[config.mk]
export PLATFORM = sky130hd
export DESIGN_NAME = mem_if_write_framer
export DESIGN_NICKNAME = d
export VERILOG_FILES = /design/src/rtl/mem_if_write_framer.sv
export SDC_FILE = /design/constraint.sdc
export NUM_CORES = 1
export LEC_CHECK = 0
export CAP_MARGIN = 20
export CORE_UTILIZATION = 39
export CTS_BUF_LIST = sky130_fd_sc_hd__clkbuf_8 sky130_fd_sc_hd__clkbuf_16
export DETAILED_ROUTE_END_ITERATION = 7
export GPL_TIMING_DRIVEN = 0
export HOLD_SLACK_MARGIN = 0.15
export PLACE_DENSITY = 0.76
export SLEW_MARGIN = 20
export SYNTH_ARGS = -nofsm -noshare
export SYNTH_HDL_FRONTEND = slang
export SYNTH_SLANG_ARGS = --single-unit
[constraint.sdc]
create_clock -name clk -period 1.7 [get_ports clk]
set_input_delay 0.425 -clock clk [delete_from_list [all_inputs] [get_ports clk]]
set_output_delay 0.425 -clock clk [all_outputs]
set_load 0.03 [all_outputs]
[src/rtl/mem_if_write_framer.sv]
// mem_if_write_framer: frames commands plus payload into a header+payload AXI4-Stream (clk, reset, cmd_*, s_axis_*, tx_axis_*, idle_out, state_vec_out)
module mem_if_write_framer (
  input  logic        clk,
  input  logic        reset,
  input  logic [3:0]  cmd_buf_idx,
  input  logic [11:0] cmd_beat_addr,
  input  logic [11:0] cmd_beat_len,
  input  logic        cmd_valid,
  output logic        cmd_ready,
  input  logic [63:0] s_axis_tdata,
  input  logic        s_axis_tvalid,
  output logic        s_axis_tready,
  output logic [63:0] tx_axis_tdata,
  output logic        tx_axis_tlast,
  output logic        tx_axis_tvalid,
  input  logic        tx_axis_tready,
  output logic        idle_out,
  output logic [31:0] state_vec_out
);
  localparam int AXI4S_DATA_WIDTH    = 64;
  localparam int MEM_BUF_IDX_WIDTH   = 4;
  localparam int MEM_BEAT_ADDR_WIDTH = 12;
  localparam int MEM_ADDR_POS        = 0;
  localparam int MEM_BUF_IDX_POS     = 16;
  localparam int MEM_LENGTH_POS      = 32;
  typedef enum logic [1:0] {STATE_IDLE = 2'd0, STATE_DATA = 2'd1} state_t;
  state_t state, state_n;
  logic [MEM_BEAT_ADDR_WIDTH-1:0] remaining;
  logic [15:0] pkt_count;
  logic zero_len_err;
  logic slot_free, cmd_fire, dat_fire, len_zero, last_beat;
  logic [AXI4S_DATA_WIDTH-1:0] hdr;
  logic [7:0] state_code;
  assign slot_free = ~tx_axis_tvalid | tx_axis_tready;
  assign cmd_fire  = cmd_valid & cmd_ready;
  assign dat_fire  = s_axis_tvalid & s_axis_tready;
  assign len_zero  = cmd_beat_len == '0;
  assign last_beat = remaining == MEM_BEAT_ADDR_WIDTH'(1);
  always_comb begin
    hdr = '0;
    hdr[MEM_ADDR_POS +: MEM_BEAT_ADDR_WIDTH]  = cmd_beat_addr;
    hdr[MEM_BUF_IDX_POS +: MEM_BUF_IDX_WIDTH] = cmd_buf_idx;
    hdr[MEM_LENGTH_POS +: MEM_BEAT_ADDR_WIDTH] = cmd_beat_len;
  end
  always_comb begin
    cmd_ready     = ~reset & (state == STATE_IDLE) & slot_free;
    s_axis_tready = ~reset & (state == STATE_DATA) & slot_free;
    state_n = state == STATE_IDLE ? ((cmd_fire & ~len_zero) ? STATE_DATA : STATE_IDLE) :
              state == STATE_DATA ? ((dat_fire & last_beat) ? STATE_IDLE : STATE_DATA) :
              STATE_IDLE;
    state_code = state == STATE_IDLE ? 8'h00 : state == STATE_DATA ? 8'h01 : 8'hFF;
  end
  always_ff @(posedge clk) begin
    if (reset) begin
      state          <= STATE_IDLE;
      remaining      <= '0;
      pkt_count      <= '0;
      zero_len_err   <= 1'b0;
      tx_axis_tdata  <= '0;
      tx_axis_tlast  <= 1'b0;
      tx_axis_tvalid <= 1'b0;
      idle_out       <= 1'b1;
      state_vec_out  <= '0;
    end else begin
      state <= state_n;
      if (cmd_fire && !len_zero) begin
        tx_axis_tdata  <= hdr;
        tx_axis_tlast  <= 1'b0;
        tx_axis_tvalid <= 1'b1;
        remaining      <= cmd_beat_len;
      end else if (dat_fire) begin
        tx_axis_tdata  <= s_axis_tdata;
        tx_axis_tlast  <= last_beat;
        tx_axis_tvalid <= 1'b1;
        remaining      <= remaining - 1'b1;
        if (last_beat) pkt_count <= pkt_count + 16'd1;
      end else if (tx_axis_tready) begin
        tx_axis_tvalid <= 1'b0;
      end
      if (cmd_fire && len_zero) zero_len_err <= 1'b1;
      idle_out      <= (state == STATE_IDLE) & ~tx_axis_tvalid;
      state_vec_out <= {pkt_count, 3'b000, zero_len_err, cmd_valid, cmd_ready, s_axis_tvalid, tx_axis_tready, state_code};
    end
  end
endmodule

==> results.json <==
{
  "worst-setup-path-type": "reg2out",
  "finClkSkew_ps": 6.483,
  "vias_in_the_first_global_route": 5060,
  "crit_path_max_fanout": 5,
  "failed_checks": "setup timing",
  "worst_setup_hold_path_clk_slew_ps": 50,
  "ys_seq_area_frac": 0.4929,
  "routed-wl-met3_mm": 1.199,
  "seq_power_share": 0.364,
  "grt_antenna_before_repair": 1,
  "grt_first_pass_wirelength_mm": 25.32,
  "worst_path_largest_cell_delay_ps": 370,
  "globalplace.congestion": 0.8866,
  "row_count": 40,
  "post-route-worst-setup-slack_ps": -68.86,
  "pin_count_of_the_biggest_net_entering_global_routing": 17,
  "cts_made_buffers": 17,
  "worst_path_most_repeated_cell": "buf_6",
  "muxShareOfSynthArea": 0.03235,
  "sw_frac_of_total": 0.2509,
  "synth_edf_count": 0,
  "cts-root-buf": "clkbuf_16",
  "pwr-share-clk": 0.473,
  "place.detailed.instances": 916,
  "class_of_the_tightest_hold_or_removal_check": "in2reg",
  "worstSkewPairLatency_ps": 420,
  "area.sequential_um2": 2416,
  "result_of_the_run": "finished with violations",
  "cp_data_required_time_ps": 1270,
  "setup_violations": 10,
  "grt_setup_unrepaired": "yes",
  "final_net_count": 887,
  "synth_cells": 551,
  "worstPathArrival_ps": 1340,
  "floorplan.core_area_um2": 12110,
  "ir_worst_vdd_mv": 0.6257,
  "p_leak_nw": 3.529,
  "netlist-cell-type-count": 52,
  "ant_nets": 0,
  "synth_flop_cell": "dfxtp_1",
  "slew_viol_final": 0,
  "syn2layout_area_growth_pct": 68.04,
  "period_share": 1.041,
  "top_layer": "met4",
  "synth_top_family_by_area": "simple AND/OR/NAND/NOR gates",
  "mostFrequentLayoutCell": "dfxtp_1",
  "tritoncts": "built",
  "drcViolationCount": 0,
  "place.detailed.hpwl_mm": 11.05,
  "layoutNonFillerInstCount": 969,
  "wl_met2_mm": 8.281,
  "postLayoutCoreUtil": 0.6761,
  "dr.first_iter.drc_count": 370,
  "number_of_optimization_iterations_in_the_first_detailed_route_pass": 6,
  "post_synth_fa_ha_maj_area_fraction": 0.007702,
  "worstSetupStartpointType": "register",
  "drt-vias-per-instance": 5.411,
  "max_cap_viol_count": 0,
  "worst_pin_slew_ps": 523.5,
  "wl_met1_mm": 6.618,
  "total_switching_power_mw": 2.106,
  "critical_path.cell_chain": "nor2b_4 -> buf_6 -> and2_4 -> buf_6",
  "routed_wire_length_per_instance_um": 17.18,
  "track_usage": 0.2545,
  "timing.final.hold_violations": 0,
  "grt_total_ovfl": 0,
  "routed_wirelength_mm": 16.65,
  "synth_xor_area_frac": 0.003594,
  "worstSetupEndpointType": "output port",
  "numClockSinks": 120,
  "post_synth_instance_area_um2": 4873,
  "dieArea_um2": 12950,
  "synthSimpleGateAreaFrac": 0.2126,
  "share_comb_of_total_power": 0.163,
  "timing.slew.headroom": 0.6510,
  "ios": 198,
  "fillCellCount": 958,
  "most-common-layout-cells": "dfxtp_1 (113), nand2_1 (101), dlygate4sd2_1 (93)",
  "numPortBuffers": 194,
  "final.min_clock_period_ps": 1769,
  "async_flop_share": 0,
  "cpMaxStageDelayCell": "dfxtp_4",
  "cts_htree_levels": 4,
  "cts_buffer_depth": 2,
  "multi_input_comb_area_um2": 2495,
  "achievable-frequency_mhz": 565.3,
  "postSynthAreaPerCell_um2": 8.845,
  "die_w_um": 113.8,
  "synth-compound-area-share": 0.1908,
  "power_density_normalized_to_cell_area_nw_per_um2": 1025,
  "synth.ff_latch_count": 120,
  "internal_power_mw": 6.288,
  "yosys_warnings": 0,
  "starting_density_of_the_core": 0.4024,
  "die_height_um": 113.8,
  "dr_total_vias": 5243,
  "post_route_cells_drive_above_1_share": 0.2025
}
[kinds of logic after synthesis]
kind of cell	Yosys count
flops	120
mux	14
buf+inv	61
xor+xnor	2
fa+ha+maj	3
other cells	1
simple gates	206
compound gates	144
[power by group through the flow]
stage               clock network (mW)  registers (mW)  logic, mW
floorplan                            0            3.26      0.487
global placement                     0            3.08       1.23
detailed placement                   0            3.09       1.26
CTS                               4.01            3.04       1.30
global route                      4.15            3.07       1.46
finish                            3.97            3.05       1.37
[final cells by class]
cell class | instances | share of cell area
Multi-Input combinational cell | 374 | 0.3047
Sequential cell | 120 | 0.2950
Timing Repair Buffer | 216 | 0.2494
Clock buffer | 21 | 0.05867
Buffer | 48 | 0.04018
Tap cell | 168 | 0.02567
Clock inverter | 11 | 0.02154
Inverter | 10 | 0.004584
Antenna cell | 1 | 0.0003056
[critical path: cells and delay by family (launching register included)]
| family | cells | cell delay [ps] |
|---|---|---|
| buffers and inverters | 2 | 250 |
| AND/OR/NAND/NOR | 2 | 310 |
| flip-flops | 1 | 370 |
[registers in the layout, indices dropped and copies added, names as in the netlist, 12 cells and up]
register	count
remaining	12
state_vec_out	23
tx_axis_tdata	64
pkt_count	16
[synthesized netlist by cell type (3+ instances only)]
| master | count | area (um^2) |
|---|---|---|
| nor2_1 | 21 | 78.83 |
| dfxtp_1 | 120 | 2402 |
| mux2_2 | 12 | 135.1 |
| and4_1 | 5 | 43.79 |
| and2_1 | 4 | 25.02 |
| and3_1 | 4 | 25.02 |
| o21ai_0 | 11 | 55.05 |
| nand2_1 | 101 | 379.1 |
| a31oi_1 | 8 | 50.05 |
| buf_1 | 3 | 11.26 |
| ha_1 | 3 | 37.54 |
| nand4_1 | 7 | 43.79 |
| buf_2 | 21 | 105.1 |
| nor4_1 | 8 | 50.05 |
| a21oi_1 | 59 | 295.3 |
| o211ai_1 | 27 | 202.7 |
| nor2b_1 | 19 | 118.9 |
| o31ai_1 | 3 | 22.52 |
| clkbuf_1 | 18 | 67.56 |
| nor3_1 | 10 | 50.05 |
| a22oi_1 | 7 | 52.55 |
| inv_1 | 10 | 37.54 |
| buf_4 | 9 | 67.56 |
| nand3_1 | 11 | 55.05 |
| a32oi_1 | 16 | 140.1 |
[stage by stage]
step | power, mW | hold slack, ps | TNS (ps) | worst slack (ps) | instance area, um^2
after floorplan | 3.743 | 440.9 | 0 | 2.250 | 4892
after global placement | 4.312 | 440.2 | -84230 | -1190 | 7044
after detailed placement | 4.340 | 445.7 | -89000 | -1183 | 7044
after CTS | 8.355 | 361.9 | -322.9 | -154.7 | 7991
after global routing | 8.670 | 398.0 | -732.5 | -109.3 | 8189
final | 8.394 | 385.4 | -172.6 | -68.86 | 8189
[final timing paths]
check / start / slack [ps] / depth (start not counted) / to
max: state[0] / -70 / 4 / s_axis_tready
min: cmd_beat_len[1] / 390 / 3 / remaining[1]
max reg2reg: remaining[7] / -40 / 5 / pkt_count[10]
min reg2reg: tx_axis_tdata[48] / 450 / 2 / tx_axis_tdata[48]
[routing by layer]
| metal | vias up | track usage |
|---|---|---|
| met4 | 0 | 0.1229 |
| met5 | - | 0 |
| met3 | 53 | 0.09192 |
| li1 | 2439 | - |
| met1 | 2510 | 0.2896 |
| met2 | 241 | 0.4244 |
[what timing repair did]
action,in CTS,in global routing
pin swaps,10,12
setup endpoints to repair,200,94
cloned,3,1
hold buffers,0,0
gates resized for setup,189,52
buffers inserted,14,5
Power figures use the tool's default switching activity.
